--- src/rtl/dense_sched_if.sv ---
// Purpose: bundles the dense sequencer's controller and datapath signals into one port.
// Latency: none; wires only.
// Backpressure: fm_ready is the only stall input; nothing flows back from the datapath otherwise.
// Ports: start/busy/done/class_id/class_score face the layer controller; fm_ready, row/col/
//        channelCount, weightAddr1/2, wmem_load, mac_*, acc_clear, res_sel/res_val face the datapath.
// Optional: DENSE_PERF_EN adds perf_stall (RUN cycles spent waiting on fm_ready).
interface dense_sched_if #(
    parameter int WEIGHT_ADDR_LEN = 10
);
    logic                       start;
    logic                       fm_ready;
    logic signed [7:0]          res_val;
    logic [4:0]                 row;
    logic [4:0]                 col;
    logic [4:0]                 channelCount;
    logic [WEIGHT_ADDR_LEN:0]   weightAddr1;
    logic [WEIGHT_ADDR_LEN:0]   weightAddr2;
    logic                       wmem_load;
    logic                       mac_valid;
    logic                       mac_lane2;
    logic [4:0]                 mac_ch;
    logic                       acc_clear;
    logic [3:0]                 res_sel;
    logic                       busy;
    logic                       done;
    logic [3:0]                 class_id;
    logic signed [7:0]          class_score;
`ifdef DENSE_PERF_EN
    logic [15:0]                perf_stall;

    modport master (
        input  start, fm_ready, res_val,
        output row, col, channelCount, weightAddr1, weightAddr2, wmem_load,
               mac_valid, mac_lane2, mac_ch, acc_clear, res_sel,
               busy, done, class_id, class_score, perf_stall
    );
    modport slave (
        output start, fm_ready, res_val,
        input  row, col, channelCount, weightAddr1, weightAddr2, wmem_load,
               mac_valid, mac_lane2, mac_ch, acc_clear, res_sel,
               busy, done, class_id, class_score, perf_stall
    );
`else
    modport master (
        input  start, fm_ready, res_val,
        output row, col, channelCount, weightAddr1, weightAddr2, wmem_load,
               mac_valid, mac_lane2, mac_ch, acc_clear, res_sel,
               busy, done, class_id, class_score
    );
    modport slave (
        output start, fm_ready, res_val,
        input  row, col, channelCount, weightAddr1, weightAddr2, wmem_load,
               mac_valid, mac_lane2, mac_ch, acc_clear, res_sel,
               busy, done, class_id, class_score
    );
`endif
endinterface

--- src/rtl/dense_sched.sv ---
// Purpose: dense-stage sequencer; walks channel/row/column-pair, issues weight reads and MAC strobes, then arg-max scan.
// Latency: mac_* trail the accepted beat by WMEM_LAT; done follows the last beat by WMEM_LAT+MAC_LAT+NC+3 cycles.
// Backpressure: fm_ready=0 in RUN freezes counters/addresses and inserts mac_valid bubbles; no timeout.
// Ports: clk, rst (async active-low), bus (dense_sched_if.master) carrying all control/data signals.
// Optional: define DENSE_PERF_EN to add the saturating perf_stall counter.
module dense_sched #(
    parameter int NC              = 9,
    parameter int OC              = 15,
    parameter int ROWS            = 14,
    parameter int COLS            = 14,
    parameter int WPC             = 49,
    parameter int WROW            = 7,
    parameter int WEIGHT_ADDR_LEN = 10,
    parameter int WMEM_LAT        = 1,
    parameter int MAC_LAT         = 2
) (
    input  logic          clk,
    input  logic          rst,
    dense_sched_if.master bus
);
    typedef enum logic [2:0] {IDLE, CLR, RUN, DRAIN, SCAN, FIN} state_t;

    localparam int         AW         = WEIGHT_ADDR_LEN + 1;
    localparam logic [4:0] CH_LAST    = 5'(OC);
    localparam logic [4:0] ROW_LAST   = 5'(ROWS - 1);
    localparam logic [4:0] COL_LAST   = 5'(((COLS - 1) / 2) * 2);
    localparam logic [5:0] COLS_W     = 6'(COLS);
    localparam logic [7:0] DRAIN_LAST = 8'(WMEM_LAT + MAC_LAT - 1);
    localparam logic [4:0] SEL_LAST   = 5'(NC);
    localparam logic [4:0] SCAN_LAST  = 5'(NC + 1);

    state_t                   state_q, state_d;
    logic [4:0]               row_q, row_d, col_q, col_d, ch_q, ch_d;
    logic [WMEM_LAT-1:0]      vld_pipe_q, vld_pipe_d, lane_pipe_q, lane_pipe_d;
    logic [WMEM_LAT-1:0][4:0] ch_pipe_q, ch_pipe_d;
    logic                     acc_clear_q, acc_clear_d, busy_q, busy_d, done_q, done_d;
    logic [3:0]               res_sel_q, res_sel_d, class_id_q, class_id_d, best_idx_q, best_idx_d;
    logic signed [7:0]        class_score_q, class_score_d, best_q, best_d;
    logic [4:0]               scan_cnt_q, scan_cnt_d;
    logic [7:0]               drain_cnt_q, drain_cnt_d;
    logic                     in_run, accept, last_beat, lane2;
    logic [AW-1:0]            addr;
`ifdef DENSE_PERF_EN
    logic [15:0]              perf_q, perf_d;
`endif

    assign in_run    = (state_q == RUN);
    assign accept    = in_run & bus.fm_ready;
    assign last_beat = (ch_q == CH_LAST) && (row_q == ROW_LAST) && (col_q == COL_LAST);
    // Odd COLS leaves the final pair with only lane 0 populated.
    assign lane2     = ({1'b0, col_q} + 6'd1) < COLS_W;
    // Two feature rows/cols share one weight row/col, hence the halving.
    assign addr      = AW'(ch_q) * AW'(WPC) + AW'(row_q >> 1) * AW'(WROW) + AW'(col_q >> 1);

    always_comb begin
        state_d       = state_q;
        row_d         = row_q;
        col_d         = col_q;
        ch_d          = ch_q;
        acc_clear_d   = acc_clear_q;
        busy_d        = busy_q;
        done_d        = done_q;
        res_sel_d     = res_sel_q;
        class_id_d    = class_id_q;
        class_score_d = class_score_q;
        best_d        = best_q;
        best_idx_d    = best_idx_q;
        scan_cnt_d    = scan_cnt_q;
        drain_cnt_d   = drain_cnt_q;
`ifdef DENSE_PERF_EN
        perf_d        = perf_q;
`endif
        // Delay line matching the weight-memory read latency.
        vld_pipe_d[0]  = accept;
        lane_pipe_d[0] = lane2;
        ch_pipe_d[0]   = ch_q;
        for (int i = 1; i < WMEM_LAT; i++) begin
            vld_pipe_d[i]  = vld_pipe_q[i-1];
            lane_pipe_d[i] = lane_pipe_q[i-1];
            ch_pipe_d[i]   = ch_pipe_q[i-1];
        end

        case (state_q)
            IDLE: begin
                if (bus.start) begin
                    state_d     = CLR;
                    busy_d      = 1'b1;
                    acc_clear_d = 1'b1;
                end
            end
            CLR: begin
                acc_clear_d = 1'b0;
                row_d       = '0;
                col_d       = '0;
                ch_d        = '0;
                state_d     = RUN;
`ifdef DENSE_PERF_EN
                perf_d      = '0;
`endif
            end
            RUN: begin
                if (bus.fm_ready) begin
                    if (last_beat) begin
                        // Counters stay on the final coordinate rather than overflowing the channel.
                        state_d     = DRAIN;
                        drain_cnt_d = '0;
                    end else if (col_q == COL_LAST) begin
                        col_d = '0;
                        if (row_q == ROW_LAST) begin
                            row_d = '0;
                            ch_d  = ch_q + 5'd1;
                        end else begin
                            row_d = row_q + 5'd1;
                        end
                    end else begin
                        col_d = col_q + 5'd2;
                    end
                end
`ifdef DENSE_PERF_EN
                else if (perf_q != 16'hFFFF) begin
                    perf_d = perf_q + 16'd1;
                end
`endif
            end
            DRAIN: begin
                if (drain_cnt_q == DRAIN_LAST) begin
                    state_d    = SCAN;
                    res_sel_d  = '0;
                    scan_cnt_d = '0;
                end else begin
                    drain_cnt_d = drain_cnt_q + 8'd1;
                end
            end
            SCAN: begin
                // scan_cnt k drives res_sel=k and compares the result of class k-1.
                scan_cnt_d = scan_cnt_q + 5'd1;
                if (scan_cnt_q < SEL_LAST) begin
                    res_sel_d = res_sel_q + 4'd1;
                end
                if (scan_cnt_q != 5'd0) begin
                    // Strictly-greater keeps the lowest index on ties.
                    if ((scan_cnt_q == 5'd1) || (bus.res_val > best_q)) begin
                        best_d     = bus.res_val;
                        best_idx_d = 4'(scan_cnt_q - 5'd1);
                    end
                end
                if (scan_cnt_q == SCAN_LAST) begin
                    class_id_d    = best_idx_d;
                    class_score_d = best_d;
                    done_d        = 1'b1;
                    busy_d        = 1'b0;
                    state_d       = FIN;
                end
            end
            FIN: begin
                done_d    = 1'b0;
                res_sel_d = '0;
                state_d   = IDLE;
            end
            default: state_d = IDLE;
        endcase
    end

    always_ff @(posedge clk or negedge rst) begin
        if (!rst) begin
            state_q       <= IDLE;
            row_q         <= '0;
            col_q         <= '0;
            ch_q          <= '0;
            vld_pipe_q    <= '0;
            lane_pipe_q   <= '0;
            ch_pipe_q     <= '0;
            acc_clear_q   <= 1'b0;
            busy_q        <= 1'b0;
            done_q        <= 1'b0;
            res_sel_q     <= '0;
            class_id_q    <= '0;
            class_score_q <= '0;
            best_q        <= '0;
            best_idx_q    <= '0;
            scan_cnt_q    <= '0;
            drain_cnt_q   <= '0;
`ifdef DENSE_PERF_EN
            perf_q        <= '0;
`endif
        end else begin
            state_q       <= state_d;
            row_q         <= row_d;
            col_q         <= col_d;
            ch_q          <= ch_d;
            vld_pipe_q    <= vld_pipe_d;
            lane_pipe_q   <= lane_pipe_d;
            ch_pipe_q     <= ch_pipe_d;
            acc_clear_q   <= acc_clear_d;
            busy_q        <= busy_d;
            done_q        <= done_d;
            res_sel_q     <= res_sel_d;
            class_id_q    <= class_id_d;
            class_score_q <= class_score_d;
            best_q        <= best_d;
            best_idx_q    <= best_idx_d;
            scan_cnt_q    <= scan_cnt_d;
            drain_cnt_q   <= drain_cnt_d;
`ifdef DENSE_PERF_EN
            perf_q        <= perf_d;
`endif
        end
    end

    assign bus.row          = row_q;
    assign bus.col          = col_q;
    assign bus.channelCount = ch_q;
    // Addresses are only meaningful in RUN; forcing zero elsewhere keeps the idle/reset bus quiet.
    assign bus.weightAddr1  = in_run ? addr : '0;
    assign bus.weightAddr2  = in_run ? addr + AW'(1) : '0;
    assign bus.wmem_load    = accept;
    assign bus.mac_valid    = vld_pipe_q[WMEM_LAT-1];
    assign bus.mac_lane2    = lane_pipe_q[WMEM_LAT-1];
    assign bus.mac_ch       = ch_pipe_q[WMEM_LAT-1];
    assign bus.acc_clear    = acc_clear_q;
    assign bus.res_sel      = res_sel_q;
    assign bus.busy         = busy_q;
    assign bus.done         = done_q;
    assign bus.class_id     = class_id_q;
    assign bus.class_score  = class_score_q;
`ifdef DENSE_PERF_EN
    assign bus.perf_stall   = perf_q;
`endif
endmodule
--- src/flat_wrapper.sv ---
// flat-port wrapper written by rule: the top's interface ports become plain ports
module dense_sched_flat 
#(
    parameter int NC              = 9,
    parameter int OC              = 15,
    parameter int ROWS            = 14,
    parameter int COLS            = 14,
    parameter int WPC             = 49,
    parameter int WROW            = 7,
    parameter int WEIGHT_ADDR_LEN = 10,
    parameter int WMEM_LAT        = 1,
    parameter int MAC_LAT         = 2
)
  (clk, rst, bus_start, bus_fm_ready, bus_res_val, bus_row, bus_col, bus_channelCount, bus_weightAddr1, bus_weightAddr2, bus_wmem_load, bus_mac_valid, bus_mac_lane2, bus_mac_ch, bus_acc_clear, bus_res_sel, bus_busy, bus_done, bus_class_id, bus_class_score);
  dense_sched_if #(.WEIGHT_ADDR_LEN(WEIGHT_ADDR_LEN)) bus_i ();
  input  logic clk;
  input  logic rst;
  input wire logic [$bits(bus_i.start)-1:0] bus_start;
  input wire logic [$bits(bus_i.fm_ready)-1:0] bus_fm_ready;
  input wire logic [$bits(bus_i.res_val)-1:0] bus_res_val;
  output wire logic [$bits(bus_i.row)-1:0] bus_row;
  output wire logic [$bits(bus_i.col)-1:0] bus_col;
  output wire logic [$bits(bus_i.channelCount)-1:0] bus_channelCount;
  output wire logic [$bits(bus_i.weightAddr1)-1:0] bus_weightAddr1;
  output wire logic [$bits(bus_i.weightAddr2)-1:0] bus_weightAddr2;
  output wire logic [$bits(bus_i.wmem_load)-1:0] bus_wmem_load;
  output wire logic [$bits(bus_i.mac_valid)-1:0] bus_mac_valid;
  output wire logic [$bits(bus_i.mac_lane2)-1:0] bus_mac_lane2;
  output wire logic [$bits(bus_i.mac_ch)-1:0] bus_mac_ch;
  output wire logic [$bits(bus_i.acc_clear)-1:0] bus_acc_clear;
  output wire logic [$bits(bus_i.res_sel)-1:0] bus_res_sel;
  output wire logic [$bits(bus_i.busy)-1:0] bus_busy;
  output wire logic [$bits(bus_i.done)-1:0] bus_done;
  output wire logic [$bits(bus_i.class_id)-1:0] bus_class_id;
  output wire logic [$bits(bus_i.class_score)-1:0] bus_class_score;
  assign bus_i.start = bus_start;
  assign bus_i.fm_ready = bus_fm_ready;
  assign bus_i.res_val = bus_res_val;
  assign bus_row = bus_i.row;
  assign bus_col = bus_i.col;
  assign bus_channelCount = bus_i.channelCount;
  assign bus_weightAddr1 = bus_i.weightAddr1;
  assign bus_weightAddr2 = bus_i.weightAddr2;
  assign bus_wmem_load = bus_i.wmem_load;
  assign bus_mac_valid = bus_i.mac_valid;
  assign bus_mac_lane2 = bus_i.mac_lane2;
  assign bus_mac_ch = bus_i.mac_ch;
  assign bus_acc_clear = bus_i.acc_clear;
  assign bus_res_sel = bus_i.res_sel;
  assign bus_busy = bus_i.busy;
  assign bus_done = bus_i.done;
  assign bus_class_id = bus_i.class_id;
  assign bus_class_score = bus_i.class_score;
  dense_sched #(.NC(NC), .OC(OC), .ROWS(ROWS), .COLS(COLS), .WPC(WPC), .WROW(WROW), .WEIGHT_ADDR_LEN(WEIGHT_ADDR_LEN), .WMEM_LAT(WMEM_LAT), .MAC_LAT(MAC_LAT)) u_core (.clk(clk), .rst(rst), .bus(bus_i));
endmodule
--- config.mk ---
export PLATFORM = sky130hd
export DESIGN_NAME = dense_sched_flat
export DESIGN_NICKNAME = d
export VERILOG_FILES = /design/src/rtl/dense_sched_if.sv /design/src/rtl/dense_sched.sv /design/src/flat_wrapper.sv
export SDC_FILE = /design/constraint.sdc
export NUM_CORES = 1
export LEC_CHECK = 0
export ABC_AREA = 1
export BUFFER_PORTS_ARGS = -buffer_cell sky130_fd_sc_hd__clkbuf_2
export CORE_MARGIN = 2
export CORE_UTILIZATION = 50
export DETAILED_ROUTE_END_ITERATION = 8
export PLACE_DENSITY = 0.72
export REMOVE_ABC_BUFFERS = 1
export SETUP_SLACK_MARGIN = 0.2
export SKIP_CTS_REPAIR_TIMING = 1
export SYNTH_ARGS = -nofsm -noshare
export SYNTH_HDL_FRONTEND = slang
export SYNTH_SLANG_ARGS = --single-unit
export TNS_END_PERCENT = 1
--- constraint.sdc ---
create_clock -name clk -period 9.5 [get_ports clk]
set_clock_uncertainty 0.1 [all_clocks]
set_input_delay 0.475 -clock clk [delete_from_list [all_inputs] [get_ports clk]]
set_output_delay 0.475 -clock clk [all_outputs]
set_load 0.01 [all_outputs]
==> results.cfg <==
[pwr]
clock_power_share_pct = 29.7
leakage_nw = 3.34
ir_drop_v = 0.000166
seq_power_share_pct = 30.2
p_switching_mw = 0.408
combPwrFrac_pct = 40.1
swShare_pct = 37.4
power_density_nw_per_um2 = 189
report.power.total_mw = 1.09
power.internal_mw = 0.683

[floorplanning]
core_um2 = 9730
die_x_um = 104
die_area_um2 = 10800
rows = 36
io_pins = 76
start_util_pct = 51.4
die_y_um = 104

[global_route]
grt_usage_pct = 20.9
grt_util_met3_pct = 4.14
met1_usage_pct = 26.0
grt_pass1_vias = 4202
grt.busiest_layer = met2
grt_util_met2_pct = 36.6
grt_pass1_wl_mm = 18.8
grt-ovfl-total = 0
grt_max_degree = 69
antenna_found_initial = 0

[route]
vias_per_cell = 5.12
final_antenna_net_count = 0
postRouteWirelength_mm = 10.8
vias = 4369
wl_per_cell_um = 12.6
drtIter0Drc = 188
drc_errors = 0
firstDrtPassIters = 4

[synth]
ys_seq_area_share_pct = 34.0
syn-cell-area_um2 = 5000
synthesis.instances = 641
ys_seq_elements = 68
syn_area_per_cell_um2 = 7.80
synth.distinct_cells = 34
yosys_warnings = 0

[clock_network]
worstSkewPairLatency_ps = 350
cts.reportedPaths.clkPinSlew_ps = 80
cts_tree = yes
root_buffer = clkbuf_8
numCtsBuffers = 9
cts-htree-levels = 3
cts_num_sinks = 68
clock_path_buffers = 2

[placed_design]
hpwl_mm = 8.11
routabilityCongestion = 0.826
dp_cells = 837
detailed_place.area_um2 = 5490
port_buffers = 74

[sta]
fin_crit_ps = 5520
tns_ps = 0
slew_headroom_pct = 34.4
max_freq_mhz = 181
hold_violations = 0
maxSlewViolCount = 0
worstMarginPinSlew_ps = 980
finalCritPeriodShare_pct = 58.1
setup_violations = 0
holdWs_ps = 208
rsz0062_at_grt = no

[cells_and_area]
multi_input_area_um2 = 2840
stdcell_count = 853
final_area_um2 = 5760
fillers = 904
layout_common_cells = nand2_1 (151), inv_1 (100), clkbuf_2 (73)
layout_commonest_cell = nand2_1
register_area_um2 = 1700
num-nets-final = 799
num_antenna_cells = 0
area_growth_pct = 15.2
drive_above_1_share_pct = 15.0

[critical_path]
path_class = flop to output port
rrSetupSlack_ps = 6690
worstPathMaxFanout = 7
cp_data_required_time_ps = 8930
timing.critical_path.to_type = output port
crit_arrival_ps = 4950
crit_path_start_kind = flop

[worst_hold_path]
min_path_type = input pin to asynchronous set/reset pin

[run]
maxCapViolations = 0

[run_status]
status = finished clean
metal layers:
metal,vias up,wire [µm]
met1,2049,4760
met4,0,120
li1,2216,-
met5,-,0
met3,9,488
met2,95,5390
kinds of logic (layout without fill, tap and decap cells):
group,after synthesis,in the layout,share of synthesized area [%]
DFF,68,68,34.0
buffers and inverters,118,197,9.21
xor gates and xnor gates,17,17,2.98
AOI/OAI and AO/OA,71,71,7.98
and+or+nand+nor,294,294,26.2
adders and majority gates,72,72,19.5
other,1,1,0.0750
cell usage after synthesis, drive strengths merged:
cell	instances	area, µm²
clkbuf	8	30.0
dfrtp	68	1700
a21oi	25	125
nand2	155	602
nand3b	4	30.0
nor4	1	6.26
o21a	2	15.0
inv	105	397
nand3	72	360
o31ai	7	62.6
nor3	5	47.5
a21o	1	7.51
xnor2	6	52.6
ha	62	776
nand4	12	75.1
buf	5	33.8
fa	10	200
xor2	11	96.3
nor2	45	190
o22ai	5	31.3
a21boi	1	7.51
o21ai	30	150
conb	1	3.75
flip-flops by register name, summed over array words and instances (netlist names), 3 cells and up:
register	flops
u_core.best_q	8
u_core.bus.class_score	8
u_core.drain_cnt_q	8
u_core.bus.channelCount	5
u_core.bus.mac_ch	5
u_core.bus.row	5
u_core.scan_cnt_q	5
u_core.best_idx_q	4
u_core.bus.class_id	4
u_core.bus.col	4
u_core.bus.res_sel	4
u_core.state_q	3
critical path, cell delays in order (launching register included):
cell	delay (ps)
dfrtp_1	530
fa_1	480
ha_1	230
fa_1	410
xnor2_1	140
ha_1	270
ha_1	280
ha_1	300
ha_1	300
ha_1	360
nand2_1	90
nand2_1	60
inv_1	50
nand2_1	60
xnor2_1	180
nor2_1	210
nand3_1	150
nor2_1	150
nand2_1	70
nand2_1	60
nand2_1	50
inv_1	50
clkbuf_2	120
metrics by stage:
step	util (%)	setup WS, ps
detailed placement	56.4	4350
global route	59.2	3520
finish	59.2	3980
global placement	56.4	4460
floorplan	-	4630
CTS	59.2	3940
worst paths after layout:
kind	from	end	cells after the start
worst max-delay path	u_core.bus.row[2]	bus_weightAddr2[10]	22
worst max register to register	u_core.state_q[0]	u_core.bus.class_score[1]	9
worst min-delay path	rst	u_core.bus.class_score[5]	2
worst min register to register	u_core.bus.class_id[0]	u_core.bus.class_id[0]	2
max in group asynchronous	rst	u_core.bus.channelCount[4]	2
min in group clk	bus_fm_ready	u_core.bus.mac_valid	3
area by class of cell:
| class | count | share of cell area, % |
|---|---|---|
| flip-flops and latches | 68 | 29.5 |
| well taps | 133 | 2.89 |
| clock buffers | 9 | 2.15 |
| clock inverters | 7 | 2.54 |
| inverters | 105 | 6.89 |
| repair buffers | 76 | 6.69 |
| multi-input cells | 455 | 49.3 |
power groups by stage:
| stage | registers (mW) | clock network [mW] | logic, mW |
|---|---|---|---|
| final | 0.330 | 0.324 | 0.437 |
| after global routing | 0.333 | 0.344 | 0.498 |
| after CTS | 0.330 | 0.328 | 0.444 |
| after detailed placement | 0.336 | 0 | 0.440 |
| after global placement | 0.334 | 0 | 0.432 |
| after floorplan | 0.336 | 0 | 0.284 |
(Power assumes the default switching activity.)
